==> src/rtl/reaction_timer_multi_if.sv <==
// Interface bundling the reaction timer's button/LED side and its LCD report
// handshake.
// The timer module uses the slave modport. The I/O and LCD side uses the master modport.
// Optional build macro: BEST_TIME_EN adds the BestTime output.
//
// Handshake: LCDUpdate is the valid and LCDAck is the ready. LCDUpdate rises
// when a report is ready and stays high, with the result fields stable, until
// a clock edge at which LCDAck is high. On that edge the report is consumed.
// LCDUpdate falls and the result fields keep their values until the next arm.
interface reaction_timer_multi_if #(
   parameter int NUM_PLAYERS = 2,
   parameter int RT_W        = 10,
   parameter int DELAY_W     = 14,
   parameter int LED_W       = 8
);
   localparam int WIN_W = (NUM_PLAYERS > 1) ? $clog2(NUM_PLAYERS) : 1;

   logic                   Start;
   logic [NUM_PLAYERS-1:0] Btn;
   logic [DELAY_W-1:0]     RandomValue;
   logic                   LCDAck;
   logic [LED_W-1:0]       LED;
   logic [RT_W-1:0]        ReactionTime;
   logic [WIN_W-1:0]       Winner;
   logic                   Cheat;
   logic                   Slow;
   logic                   Wait;
   logic                   LCDUpdate;
   logic [1:0]             state_dbg;   // current FSM state, for observation
`ifdef BEST_TIME_EN
   logic [RT_W-1:0]        BestTime;
`endif

   modport master (
`ifdef BEST_TIME_EN
      input  BestTime,
`endif
      output Start, Btn, RandomValue, LCDAck,
      input  LED, ReactionTime, Winner, Cheat, Slow, Wait, LCDUpdate, state_dbg
   );

   modport slave (
`ifdef BEST_TIME_EN
      output BestTime,
`endif
      input  Start, Btn, RandomValue, LCDAck,
      output LED, ReactionTime, Winner, Cheat, Slow, Wait, LCDUpdate, state_dbg
   );
endinterface

==> src/rtl/reaction_timer_multi.sv <==
// Multi-player reaction timer.
// The timer arms on a Start edge and waits RandomValue ms ticks. It then
// lights the LEDs and times the first player press.
// A press before the LEDs light is reported as a cheat.
// If no press arrives within SLOW_LIMIT ticks, the response is reported as slow.
// Results go to the LCD driver through the LCDUpdate/LCDAck handshake.
// Optional build macro: BEST_TIME_EN keeps the best valid reaction time in BestTime.
module reaction_timer_multi #(
   parameter int NUM_PLAYERS = 2,
   parameter int RT_W        = 10,
   parameter int DELAY_W     = 14,
   parameter int TICK_DIV    = 50000,
   parameter int SLOW_LIMIT  = 500,
   parameter int LED_W       = 8
) (
   input logic                   Clk,
   input logic                   Rst,
   reaction_timer_multi_if.slave io
);
   localparam int WIN_W = (NUM_PLAYERS > 1) ? $clog2(NUM_PLAYERS) : 1;
   localparam int PRE_W = (TICK_DIV > 1) ? $clog2(TICK_DIV) : 1;

   localparam logic [PRE_W-1:0]   PRE_LAST   = PRE_W'(TICK_DIV - 1);
   localparam logic [RT_W-1:0]    RT_SLOW    = RT_W'(SLOW_LIMIT);
   localparam logic [RT_W-1:0]    RT_SLOW_M1 = RT_W'(SLOW_LIMIT - 1);
   localparam logic [DELAY_W-1:0] DELAY_ONE  = DELAY_W'(1);

   typedef enum logic [1:0] {
      S_IDLE   = 2'd0,
      S_ARMED  = 2'd1,
      S_GO     = 2'd2,
      S_REPORT = 2'd3
   } state_t;

   state_t             state;
   logic [PRE_W-1:0]   presc;
   logic [DELAY_W-1:0] delay;
   logic [RT_W-1:0]    rt;
   logic               start_q;
   logic               tick;
   logic               start_edge;
   logic               any_btn;
   logic [WIN_W-1:0]   first_btn;

   assign tick         = (presc == PRE_LAST);
   assign start_edge   = io.Start & ~start_q;
   assign any_btn      = |io.Btn;
   assign io.state_dbg = state;

   // Find the lowest pressed button index. The downward scan lets the lowest index overwrite the rest.
   always_comb begin
      first_btn = '0;
      for (int i = NUM_PLAYERS - 1; i >= 0; i--) begin
         if (io.Btn[i]) first_btn = WIN_W'(i);
      end
   end

   // Control FSM with the ms prescaler, delay/rt counters and registered outputs.
   always_ff @(posedge Clk) begin
      if (Rst) begin
         state           <= S_IDLE;
         presc           <= '0;
         delay           <= '0;
         rt              <= '0;
         start_q         <= 1'b1;   // a Start held through reset must not look like an edge
         io.LED          <= '0;
         io.ReactionTime <= '0;
         io.Winner       <= '0;
         io.Cheat        <= 1'b0;
         io.Slow         <= 1'b0;
         io.Wait         <= 1'b0;
         io.LCDUpdate    <= 1'b0;
`ifdef BEST_TIME_EN
         io.BestTime     <= '1;
`endif
      end else begin
         start_q <= io.Start;
         presc   <= tick ? '0 : presc + 1'b1;
         case (state)
            S_IDLE: begin
               if (start_edge) begin
                  state           <= S_ARMED;
                  presc           <= '0;
                  delay           <= (io.RandomValue == '0) ? DELAY_ONE : io.RandomValue;
                  io.Cheat        <= 1'b0;
                  io.Slow         <= 1'b0;
                  io.ReactionTime <= '0;
                  io.Winner       <= '0;
                  io.Wait         <= 1'b1;
               end
            end
            S_ARMED: begin
               // A press beats a delay expiring in the same cycle.
               if (any_btn) begin
                  state        <= S_REPORT;
                  io.Cheat     <= 1'b1;
                  io.Winner    <= first_btn;
                  io.Wait      <= 1'b0;
                  io.LCDUpdate <= 1'b1;
               end else if (tick) begin
                  delay <= delay - 1'b1;
                  if (delay == DELAY_ONE) begin
                     state   <= S_GO;
                     presc   <= '0;
                     rt      <= '0;
                     io.LED  <= '1;
                     io.Wait <= 1'b0;
                  end
               end
            end
            S_GO: begin
               // A press beats the slow limit being reached in the same cycle.
               if (any_btn) begin
                  state           <= S_REPORT;
                  io.ReactionTime <= rt;
                  io.Winner       <= first_btn;
                  io.LED          <= '0;
                  io.LCDUpdate    <= 1'b1;
`ifdef BEST_TIME_EN
                  if (rt < io.BestTime) io.BestTime <= rt;
`endif
               end else if (tick) begin
                  rt <= rt + 1'b1;
                  if (rt == RT_SLOW_M1) begin
                     state           <= S_REPORT;
                     io.Slow         <= 1'b1;
                     io.ReactionTime <= RT_SLOW;
                     io.Winner       <= '0;
                     io.LED          <= '0;
                     io.LCDUpdate    <= 1'b1;
                  end
               end
            end
            S_REPORT: begin
               if (io.LCDAck) begin
                  state        <= S_IDLE;
                  io.LCDUpdate <= 1'b0;
               end
            end
            default: state <= S_IDLE;
         endcase
      end
   end
endmodule

==> src/flat_wrapper.sv <==
// flat-port wrapper written by rule: the top's interface ports become plain ports
module reaction_timer_multi_flat 
#(
   parameter int NUM_PLAYERS = 2,
   parameter int RT_W        = 10,
   parameter int DELAY_W     = 14,
   parameter int TICK_DIV    = 50000,
   parameter int SLOW_LIMIT  = 500,
   parameter int LED_W       = 8
)
  (Clk, Rst, io_Start, io_Btn, io_RandomValue, io_LCDAck, io_LED, io_ReactionTime, io_Winner, io_Cheat, io_Slow, io_Wait, io_LCDUpdate, io_state_dbg);
  reaction_timer_multi_if #(.NUM_PLAYERS(NUM_PLAYERS), .RT_W(RT_W), .DELAY_W(DELAY_W), .LED_W(LED_W)) io_i ();
  input logic Clk;
  input logic Rst;
  input wire logic [$bits(io_i.Start)-1:0] io_Start;
  input wire logic [$bits(io_i.Btn)-1:0] io_Btn;
  input wire logic [$bits(io_i.RandomValue)-1:0] io_RandomValue;
  input wire logic [$bits(io_i.LCDAck)-1:0] io_LCDAck;
  output wire logic [$bits(io_i.LED)-1:0] io_LED;
  output wire logic [$bits(io_i.ReactionTime)-1:0] io_ReactionTime;
  output wire logic [$bits(io_i.Winner)-1:0] io_Winner;
  output wire logic [$bits(io_i.Cheat)-1:0] io_Cheat;
  output wire logic [$bits(io_i.Slow)-1:0] io_Slow;
  output wire logic [$bits(io_i.Wait)-1:0] io_Wait;
  output wire logic [$bits(io_i.LCDUpdate)-1:0] io_LCDUpdate;
  output wire logic [$bits(io_i.state_dbg)-1:0] io_state_dbg;
  assign io_i.Start = io_Start;
  assign io_i.Btn = io_Btn;
  assign io_i.RandomValue = io_RandomValue;
  assign io_i.LCDAck = io_LCDAck;
  assign io_LED = io_i.LED;
  assign io_ReactionTime = io_i.ReactionTime;
  assign io_Winner = io_i.Winner;
  assign io_Cheat = io_i.Cheat;
  assign io_Slow = io_i.Slow;
  assign io_Wait = io_i.Wait;
  assign io_LCDUpdate = io_i.LCDUpdate;
  assign io_state_dbg = io_i.state_dbg;
  reaction_timer_multi #(.NUM_PLAYERS(NUM_PLAYERS), .RT_W(RT_W), .DELAY_W(DELAY_W), .TICK_DIV(TICK_DIV), .SLOW_LIMIT(SLOW_LIMIT), .LED_W(LED_W)) u_core (.Clk(Clk), .Rst(Rst), .io(io_i));
endmodule
==> config.mk <==
export PLATFORM = sky130hd
export DESIGN_NAME = reaction_timer_multi_flat
export DESIGN_NICKNAME = d
export VERILOG_FILES = /design/src/rtl/reaction_timer_multi_if.sv /design/src/rtl/reaction_timer_multi.sv /design/src/flat_wrapper.sv
export SDC_FILE = /design/constraint.sdc
export NUM_CORES = 1
export LEC_CHECK = 0
export BUFFER_PORTS_ARGS = -buffer_cell sky130_fd_sc_hd__buf_2
export CAP_MARGIN = 5
export CORE_MARGIN = 2
export CORE_UTILIZATION = 45
export CTS_BUF_LIST = sky130_fd_sc_hd__clkbuf_4
export CTS_CLUSTER_SIZE = 25
export DETAILED_ROUTE_END_ITERATION = 12
export GPL_TIMING_DRIVEN = 1
export PLACE_DENSITY_LB_ADDON = 0.08
export RECOVER_POWER = 100
export SLEW_MARGIN = 20
export SYNTH_ARGS = -nofsm -noshare
export SYNTH_HDL_FRONTEND = slang
export SYNTH_SLANG_ARGS = --single-unit
==> constraint.sdc <==
create_clock -name Clk -period 5.3 [get_ports Clk]
set_clock_uncertainty 0.2 [all_clocks]
set_input_delay 0.265 -clock Clk [delete_from_list [all_inputs] [get_ports Clk]]
set_output_delay 0.265 -clock Clk [all_outputs]
set_load 0.02 [all_outputs]
==> flow_summary.ini, run 1 <==
[worst_setup_path]
start_kind = register
arrival_ps = 4350
regToRegEndpoint = u_core.delay[1]$_SDFFE_PP0P_
setup.worst_path.end = u_core.delay[1]$_SDFFE_PP0P_
reg_to_reg_setup_timing_slack_ps = 990
timing.rr.start = u_core.presc[5]$_SDFF_PP0_
kind_of_critical_path = register to register
crit_path_max_fanout = 14
required_ps = 5340
end_kind = register
startpoint = u_core.presc[5]$_SDFF_PP0_
depth_of_the_worst_register_to_register_path = 5

[global_route]
grt_util_all_layers = 0.223
grt_start_max_net_pins = 36
grt_antenna_before_repair = 0
grt_first_pass_wirelength_mm = 13.7
globalRoute.totalOverflow = 0
via_count_of_the_first_global_routing_pass = 2874

[logic_synthesis]
synthesis.yosys.warnings = 0
postSynthCellCount = 402
share_of_synthesized_area_occupied_by_flip_flops_and_latches = 0.366
synth_area_mm2 = 0.00323
synth.net_count = 430
synth-edff-count = 0
synth_seq_cells = 59
asyncSetResetFlopFracSynth = 0
synth_cell_type_count = 59
yosys_most_used_dff = dfxtp_1
syn_area_cell_um2 = 8.02

[placed_design]
sum_of_net_half_perimeters_after_detailed_placement_mm = 5.81
globalplace.congestion = 0.841
numPlacedInstances = 510
port-buffer-count = 44
placedInstanceArea_mm2 = 0.00342

[drt]
wirelength_mm = 8.40
route.detailed.vias_per_inst = 5.88
remaining_drc_errors = 0
postRouteAntennaNets = 0
detail_route.wl_per_cell_um = 15.9
vias = 3108
drt_iter0_drc = 291
detailedRoute.firstPassIterationCount = 4

[cells_and_area]
finish.utilization = 0.510
final_layout_size_suffix_gt1_frac = 0.0970
instances_no_fill = 529
design_area_mm2 = 0.00350
synth_to_layout_area_growth_pct = 8.57
num-nets-final = 456
n_antenna_cell = 0

[run_status]
status = finished, violations left
violated_checks = max-capacitance violations, max-slew violations

[floorplan]
coreArea_mm2 = 0.00687
fp.dieW_um = 88.7
initial_core_utilization = 0.470
dieArea_mm2 = 0.00786
standard_cell_row_count = 30
top_level_ports = 45
dieHeight_um = 88.7

[pwr]
power.ir.vdd_worst_v = 0.000229
design_power_total_mw = 1.14
clkPwrFrac = 0.234
pwr-share-comb = 0.327
net-switching-power_mw = 0.441
switching_portion_of_total_power = 0.388
p_int_mw = 0.697
p_per_area_mw_per_mm2 = 325
share_seq_of_total_power = 0.439
leakage_nw = 1.17

[clocking]
cts.path.max_buffers = 2
worstSkewPairLatency_ps = 390
tritoncts = built
cts.reportedPaths.clkPinSlew_ps = 100
cts_buffers = 9
htree_levels = 3
clk_root_buffer_cell = clkbuf_4
postCtsHoldBufs = 3
cts_num_sinks = 59
cts_resized = 0
post-cts-setup-buffers = 0

[timing]
totalNegativeSetupSlack_ps = 0
fmax_mhz = 232
slew_viol_final = 15
grt_setup_unrepaired = false
relSlewSlack = -0.417
worstMarginPinSlew_ps = 2110
final.min_clock_period_ps = 4310
final_min_period_over_clock_period = 0.812
finalHoldViolations = 0
report.final.setup_viol = 0

[flow_run]
timing.max_cap.violations = 1

[hold_path]
worst_hold_path_type = input pin to register
## worst min path at each step
| stage | end | slack, ps | cells after the start | from |
|---|---|---|---|---|
| floorplan | u_core.start_q$_SDFF_PP1_ | 170 | 1 | io_Start |
| global placement | u_core.presc[0]$_SDFF_PP0_ | 250 | 1 | u_core.presc[0]$_SDFF_PP0_ |
| detailed placement | u_core.presc[0]$_SDFF_PP0_ | 260 | 1 | u_core.presc[0]$_SDFF_PP0_ |
| CTS | u_core.delay[12]$_SDFFE_PP0P_ | 5 | 3 | io_RandomValue[12] |
| global route | u_core.delay[12]$_SDFFE_PP0P_ | 10 | 3 | io_RandomValue[12] |
| finish | u_core.delay[12]$_SDFFE_PP0P_ | 30 | 3 | io_RandomValue[12] |
## power by group through the flow
stage | clock (mW) | sequential [mW] | combinational (mW)
detailed placement | 0 | 0.510 | 0.368
global placement | 0 | 0.508 | 0.365
finish | 0.267 | 0.500 | 0.372
global route | 0.299 | 0.506 | 0.411
floorplan | 0 | 0.518 | 0.263
CTS | 0.278 | 0.499 | 0.370
## per-layer routing
metal  global-route usage  vias to the layer above  wire, µm
met5                    0                        -         0
met4               0.0826                        0       106
met2                0.345                       94      3770
li1                     -                     1542         -
met1                0.301                     1460      3990
met3               0.0560                       12       528
## cell usage in the layout, fill, tap and decap left out, types with 3 or more instances in the layout
cell and instances:
a211oi_1 5, a21o_1 3, a21oi_1 43, a31oi_1 7, and2_1 3, and3_1 6
buf_2 18, clkbuf_1 27, clkbuf_4 12, clkinv_1 3, dfxtp_1 59, dlygate4sd3_1 3
ha_1 8, inv_1 11, nand2_1 23, nand2b_1 4, nand3_1 19, nand4_1 10
nor2_1 35, nor2b_1 3, nor4_1 8, o2111ai_1 6, o21ai_0 31, o31ai_1 9
or2_2 3, or3_1 10, or4_1 13, xnor2_1 3, xor2_1 9
## per-stage QoR
step | worst slack [ps] | hold slack [ps]
after floorplan | 2940 | 172
after global placement | 1890 | 247
after detailed placement | 1740 | 261
after CTS | 1710 | 5.11
after global routing | 701 | 9.73
final | 995 | 28.4
## cell families (layout without fill, tap and decap cells)
kind of cell / after synthesis / in the layout / synth area share
AO/OA/AOI/OAI: 123 / 123 / 0.235
XOR/XNOR: 12 / 12 / 0.0326
adder cells (fa/ha/maj): 8 / 8 / 0.0310
buffers and inverters: 46 / 77 / 0.0652
flip-flops: 59 / 59 / 0.366
multiplexers: 2 / 2 / 0.00659
AND/OR/NAND/NOR: 152 / 152 / 0.263
## sequential cells by signal, summed over array words and instances (netlist names)
register	cells
u_core.io.Wait	1
u_core.start_q	1
u_core.io.Slow	1
u_core.io.Cheat	1
u_core.delay	14
u_core.rt	10
u_core.io.LCDUpdate	1
u_core.io.state_dbg	2
u_core.io.LED	1
u_core.io.Winner	1
u_core.presc	16
u_core.io.ReactionTime	10
## Yosys cell counts, types with 2 or more instances
library cell	count	share of area
o21ai_0	32	0.050
or4b_1	2	0.0062
buf_4	7	0.016
o21a_1	2	0.0047
nand4_1	10	0.019
nor4_1	7	0.014
inv_1	11	0.013
a211oi_1	5	0.012
and3_1	6	0.012
xor2_1	9	0.024
o2111ai_1	6	0.016
o31ai_1	9	0.021
nor3_1	2	0.0031
nand4b_1	2	0.0054
clkbuf_1	23	0.027
nand3_1	19	0.029
and4_1	2	0.0054
nand2b_1	4	0.0078
nand2_1	23	0.027
ha_1	8	0.031
or3_1	10	0.019
a21o_1	3	0.0070
or2_2	3	0.0058
and2_1	3	0.0058
or4_1	13	0.030
a21oi_1	43	0.067
a31oi_1	7	0.014
nor2b_1	3	0.0058
xnor2_1	3	0.0081
o2bb2ai_1	2	0.0054
nor2_1	35	0.041
buf_2	3	0.0047
dfxtp_1	59	0.37
## final cells by class
| cell class | instances | area (µm²) |
|---|---|---|
| flip-flops and latches | 59 | 1180 |
| well taps | 96 | 120 |
| repair buffers | 49 | 229 |
| clock buffers | 12 | 90.1 |
| fillers | 704 | 3370 |
| clock inverters | 4 | 17.5 |
| multi-input cells | 297 | 1820 |
| inverters | 12 | 45.0 |
## worst max-delay path, stage by stage (launching register included)
cell	delay, ps
dfxtp_1	370
or4_4	520
nor4_1	1650
a31oi_1	880
a211oi_1	450
a211oi_1	80
Power figures use the tool's default switching activity.
==> run 2, diff against run 1 <==
--- a/config.mk
+++ b/config.mk
@@ -5,6 +5,7 @@
 export SDC_FILE = /design/constraint.sdc
 export NUM_CORES = 1
 export LEC_CHECK = 0
+export ABC_AREA = 1
 export BUFFER_PORTS_ARGS = -buffer_cell sky130_fd_sc_hd__buf_2
 export CAP_MARGIN = 5
 export CORE_MARGIN = 2
==> constraint.sdc (replaced) <==
create_clock -name Clk -period 3.6 [get_ports Clk]
set_clock_uncertainty 0.2 [all_clocks]
set_input_delay 0.18 -clock Clk [delete_from_list [all_inputs] [get_ports Clk]]
set_output_delay 0.18 -clock Clk [all_outputs]
set_load 0.02 [all_outputs]
==> run 2 against run 1 <==
Effect of this change: the run still ends with max-capacitance violations, max-slew violations left; hold slack improved by 100 ps; cell count rose by 33%; critical path depth increased by 4; total power increased to 2.5 times the previous value; final area rose by 14%; core utilization grew 0.77 points; flip-flop and latch count unchanged; synthesized cell count is 36% higher; combinational power rose to 4.0 times the previous value; fmax increased by 54%; largest cell class unchanged; largest power group is now combinational cells.
==> flow_summary.ini, run 2 <==
[logic_synthesis]
area_share_of_fa_ha_maj_cells_after_synthesis = 0.0279
synth_area_leaders = dfxtp_1 (33%), nand2_1 (13%), nor2_1 (8.9%), inv_1 (6.7%), nand3_1 (5.4%)
synth_simple_gate_area_share = 0.381
synth.top_cells.by_count = nand2_1 (123), nor2_1 (85), inv_1 (64)
synth_top_family_by_area = simple AND/OR/NAND/NOR gates
synth_largest_area_cell = dfxtp_1
synth_area_mm2 = 0.00359
synth_xor_area_frac = 0.0195
synth_seq_cells = 59
synth.net_count = 574
synthesis.yosys.warnings = 0
post_synth_mux_area_share = 0
synth-edff-count = 0
synth_top_area_share = 0.329
synth_cell_type_count = 41
yosys_most_used_dff = dfxtp_1
yosysMostFrequentCell = nand2_1
syn_area_cell_um2 = 6.58
asyncSetResetFlopFracSynth = 0
synth_compound_area_frac = 0.130
postSynthCellCount = 546
share_of_synthesized_area_occupied_by_flip_flops_and_latches = 0.329

[run_status]
status = finished, violations left
violated_checks = max-capacitance violations, max-slew violations

[worst_setup_path]
timing.critical_path.cells = inv_1 -> ha_1 -> inv_1 -> a21oi_1 -> nand2_1 -> nand3_2 -> inv_1 -> o21ai_0 -> a21oi_1
crit_path_max_fanout = 25
kind_of_critical_path = register to register
cpPeakStageDelay_ps = 550
arrival_ps = 2950
end_kind = register
start_kind = register
critical_path.most_common_cell = inv_1
required_ps = 3760
crit_slowest_cell = inv_1

[clocking]
clk_root_buffer_cell = clkbuf_4
cts.reportedPaths.clkPinSlew_ps = 110
cts_num_sinks = 59
worstSkewPairLatency_ps = 420
cts_resized = 0
cts_buffers = 9
htree_levels = 3
cts.path.max_buffers = 2
tritoncts = built

[global_route]
grt_start_max_net_pins = 30
grt_util_all_layers = 0.211
grt_antenna_before_repair = 0
via_count_of_the_first_global_routing_pass = 3234
globalRoute.totalOverflow = 0
grt_first_pass_wirelength_mm = 14.7

[cells_and_area]
final_layout_size_suffix_gt1_frac = 0.108
instances_no_fill = 704
commonest_non_fill_non_tap_cell_in_the_layout = nand2_1
synth_to_layout_area_growth_pct = 11.3
largest-register = u_core.presc
num-fill-cells = 831
design_area_mm2 = 0.00400
n_antenna_cell = 0
largest_register_ff_count = 16
multiInputGateArea_mm2 = 0.00194
most_frequent_cells_in_the_layout = nand2_1 (126), nor2_1 (85), inv_1 (66)
reg.largest.list = u_core.presc: 16 flops, u_core.delay: 14 flops
num-nets-final = 627
finish.utilization = 0.517
storage_cell_area_mm2 = 0.00118

[drt]
detail_route.wl_per_cell_um = 12.3
remaining_drc_errors = 0
wirelength_mm = 8.67
drt_iter0_drc = 153
postRouteAntennaNets = 0
vias = 3495
route.detailed.vias_per_inst = 4.96
detailedRoute.firstPassIterationCount = 4

[pwr]
p_per_area_mw_per_mm2 = 717
leakage_nw = 1.71
design_power_total_mw = 2.87
power.ir.vdd_worst_v = 0.000285

[timing]
fin_hold_ws_ps = 130
final.min_clock_period_ps = 2790
report.final.setup_viol = 0
fin_ws_ps = 810
worstMarginPinSlew_ps = 1520
final_min_period_over_clock_period = 0.775
totalNegativeSetupSlack_ps = 0
slew_viol_final = 30
fmax_mhz = 358
relSlewSlack = -0.0123
grt_setup_unrepaired = false
finalHoldViolations = 0

[floorplan]
dieHeight_um = 93.4
coreArea_mm2 = 0.00773
initial_core_utilization = 0.465
standard_cell_row_count = 32
dieArea_mm2 = 0.00872
fp.dieW_um = 93.4
top_level_ports = 45

[hold_path]
worst_hold_path_type = input pin to register

[placed_design]
placedInstanceArea_mm2 = 0.00381
post-place-ws_ps = 1230
sum_of_net_half_perimeters_after_detailed_placement_mm = 6.13
globalplace.congestion = 0.824
port-buffer-count = 44
numPlacedInstances = 673

[flow_run]
timing.max_cap.violations = 1
## run 2: layer usage
layer  global-route usage  wire length, µm  vias up  share of wire
li1                     -                -     1833              -
met1                0.284             4330     1569           0.50
met2                0.340             3810       80           0.44
met3               0.0322              379       13          0.044
met4               0.0833              146        0          0.017
met5                    0                0        -              0
## run 2: cells by family (layout without fill, tap and decap cells)
logic type                 count (synthesis)  in the layout
AOI/OAI and AO/OA                         83             83
xor gates and xnor gates                   8              8
buffers and inverters                     91            147
DFF                                       59             59
and+or+nand+nor                          297            297
adders and majority gates                  8              8
## run 2: area by class of cell
class                   count  area share
flip-flops and latches     59       0.295
inverters                  70      0.0660
clock buffers              10      0.0188
clock inverters             4      0.0110
repair buffers             63      0.0926
well taps                 102      0.0319
multi-input cells         396       0.484
## run 2: critical path, delay by kind of cell (launching register included)
kind            cells  cell delay (ps)
simple gates        2              490
flops               1              440
compound gates      3              550
buf+inv             3              840
fa+ha+maj           1              210
## run 2: power by group
group | switching [mW] | total [mW] | internal [mW] | leakage (nW)
registers | 0.111 | 0.905 | 0.795 | 0.481
clock network | 0.252 | 0.460 | 0.208 | 0.0695
logic | 1.03 | 1.50 | 0.474 | 1.16
## run 2: path summary, 6_finish.rpt
| kind | startpoint | to | slack [ps] | cells after the start |
|---|---|---|---|---|
| min reg2reg | u_core.presc[0]$_SDFF_PP0_ | u_core.presc[0]$_SDFF_PP0_ | 250 | 1 |
| max | u_core.io.state_dbg[1]$_SDFFE_PP0P_ | u_core.presc[8]$_SDFF_PP0_ | 810 | 9 |
| min | io_LCDAck | u_core.io.LCDUpdate$_SDFFE_PP0P_ | 130 | 5 |
| max reg2reg | u_core.io.state_dbg[1]$_SDFFE_PP0P_ | u_core.presc[8]$_SDFF_PP0_ | 810 | 9 |
## run 2: repair_timing
action,4_1_cts,5_1_grt
hold endpoints to repair,16,0
hold buffers,17,0
setup buffers,0,0
endpoints found under the setup margin,0,0
==> run 3, diff against run 2 <==
==> constraint.sdc (replaced) <==
create_clock -name Clk -period 2.5 [get_ports Clk]
set_clock_uncertainty 0.2 [all_clocks]
set_input_delay 0.125 -clock Clk [delete_from_list [all_inputs] [get_ports Clk]]
set_output_delay 0.125 -clock Clk [all_outputs]
set_load 0.02 [all_outputs]
==> run 3 against run 2 <==
Effect of this change: worst setup slack got worse by 560 ps; non-clock buffer count increased by 7; global-route usage decreased by 0.099 points; critical endpoint is now u_core.delay[0]$_SDFFE_PP0P_; cell count increased by 1.3%; the flow now finishes without violations; via count increased by 2.1%; routed wire length increased by 0.17%; hold slack got worse by 120 ps; flip-flop and latch count unchanged.
==> flow_summary.ini, run 3 (synthesis gave the netlist of run 2 again) <==
[clocking]
worstSkewPairLatency_ps = 410
cts.path.max_buffers = 2
cts.reportedPaths.clkPinSlew_ps = 110
tritoncts = built
clk_root_buffer_cell = clkbuf_4
cts_num_sinks = 59
htree_levels = 3
post-cts-setup-buffers = 0
cts_buffers = 9

[pwr]
p_int_mw = 2.35
net-switching-power_mw = 1.99
share_seq_of_total_power = 0.300
power.ir.vdd_worst_v = 0.000414
p_per_area_mw_per_mm2 = 1050
pwr-share-comb = 0.501
design_power_total_mw = 4.34
switching_portion_of_total_power = 0.459
clkPwrFrac = 0.199
leakage_nw = 1.78

[placed_design]
post-place-ws_ps = 378
port-buffer-count = 44
sum_of_net_half_perimeters_after_detailed_placement_mm = 6.29
placedInstanceArea_mm2 = 0.00384
globalplace.congestion = 0.865

[drt]
vias = 3567
postRouteAntennaNets = 0
detailedRoute.firstPassIterationCount = 5
remaining_drc_errors = 0
detail_route.wl_per_cell_um = 12.2
wirelength_mm = 8.68
route.detailed.vias_per_inst = 5.00
drt_iter0_drc = 128

[timing]
fin_ws_ps = 246
final_min_period_over_clock_period = 0.902
grt_setup_unrepaired = false
totalNegativeSetupSlack_ps = 0
report.final.setup_viol = 0
relSlewSlack = 0.484
finalHoldViolations = 0
final.min_clock_period_ps = 2250
fmax_mhz = 444
worstMarginPinSlew_ps = 773
slew_viol_final = 0

[floorplan]
initial_core_utilization = 0.465
fp.dieW_um = 93.4
dieHeight_um = 93.4
top_level_ports = 45
standard_cell_row_count = 32
coreArea_mm2 = 0.00773
dieArea_mm2 = 0.00872

[cells_and_area]
n_antenna_cell = 0
design_area_mm2 = 0.00412
num-nets-final = 634
finish.utilization = 0.534
largest_register_ff_count = 16
reg.largest.list = u_core.presc: 16 flops, u_core.delay: 14 flops
final_layout_size_suffix_gt1_frac = 0.115
synth_to_layout_area_growth_pct = 14.8
most_frequent_cells_in_the_layout = nand2_1 (125), nor2_1 (86), inv_1 (64)
commonest_non_fill_non_tap_cell_in_the_layout = nand2_1
largest-register = u_core.presc

[global_route]
grt_first_pass_wirelength_mm = 14.7
globalRoute.totalOverflow = 0
grt_util_all_layers = 0.210
grt_antenna_before_repair = 0
via_count_of_the_first_global_routing_pass = 3313
grt_start_max_net_pins = 29

[worst_setup_path]
timing.critical_path.cells = inv_1 -> ha_1 -> inv_1 -> nor2_1 -> a21oi_2 -> nand3_4 -> inv_2 -> o21ai_0 -> nor2_1
crit_path_max_fanout = 15
crit_slowest_cell = dfxtp_1
cpPeakStageDelay_ps = 420
arrival_ps = 2390
timing.critical_path.buf_inv = 3
end_kind = register
kind_of_critical_path = register to register
start_kind = register
kind_of_cell_adding_the_most_delay_to_the_critical_path = buffers and inverters
required_ps = 2640

[hold_path]
worst_hold_path_type = input pin to register

[run_status]
status = finished, final reports clean

[flow_run]
timing.max_cap.violations = 0
## run 3: power groups by stage
stage / logic [mW] / clock network [mW] / registers [mW]
2_1_floorplan: 1.78 / 0 / 1.43
3_3_place_gp: 2.25 / 0 / 1.32
3_5_place_dp: 2.26 / 0 / 1.33
4_1_cts: 2.30 / 0.882 / 1.31
5_1_grt: 2.51 / 0.925 / 1.34
6_report: 2.17 / 0.863 / 1.30
## run 3: per-stage QoR
step                      hold WS, ps  std cells
after floorplan                  21.4        546
after global placement            112        677
after detailed placement          120        677
after CTS                       0.401        713
after global routing             40.8        713
final                            12.2        713
## run 3: repair_timing
action / CTS / global route
resized for setup: 0 / 1
hold buffers: 20 / 0
endpoints found under the setup margin: 0 / 1
hold endpoints to repair: 21 / 0
## run 3: layout make-up
type	instances	area, µm²
Clock buffer	9	67.6
Clock inverter	7	106
Fill cell	815	3600
Inverter	70	263
Multi-Input combinational cell	396	1950
Sequential cell	59	1180
Tap cell	102	128
Timing Repair Buffer	70	428
## run 3: metal layers
metal,vias up,track usage,routed length [µm]
li1,1857,-,-
met1,1599,0.292,4310
met2,98,0.326,3760
met3,13,0.0403,490
met4,0,0.0723,126
met5,-,0,0
## run 3: final timing paths
path / start / end / slack (ps) / cells after the start
hold / removal: io_Btn[1] / u_core.io.ReactionTime[5]$_SDFFE_PP0P_ / 10 / 6
setup / recovery: u_core.io.state_dbg[0]$_SDFFE_PP0P_ / u_core.delay[0]$_SDFFE_PP0P_ / 250 / 9
setup reg to reg: u_core.io.state_dbg[0]$_SDFFE_PP0P_ / u_core.delay[0]$_SDFFE_PP0P_ / 250 / 9
hold reg to reg: u_core.presc[0]$_SDFF_PP0_ / u_core.presc[0]$_SDFF_PP0_ / 250 / 1
## run 3: worst register-to-register path: cells and delay by family, from the launching register on
family | cells | cell delay [ps]
adder cells (fa/ha/maj) | 1 | 240
buffers and inverters | 3 | 500
AND/OR/NAND/NOR | 3 | 470
flip-flops | 1 | 420
AO/OA/AOI/OAI | 2 | 350
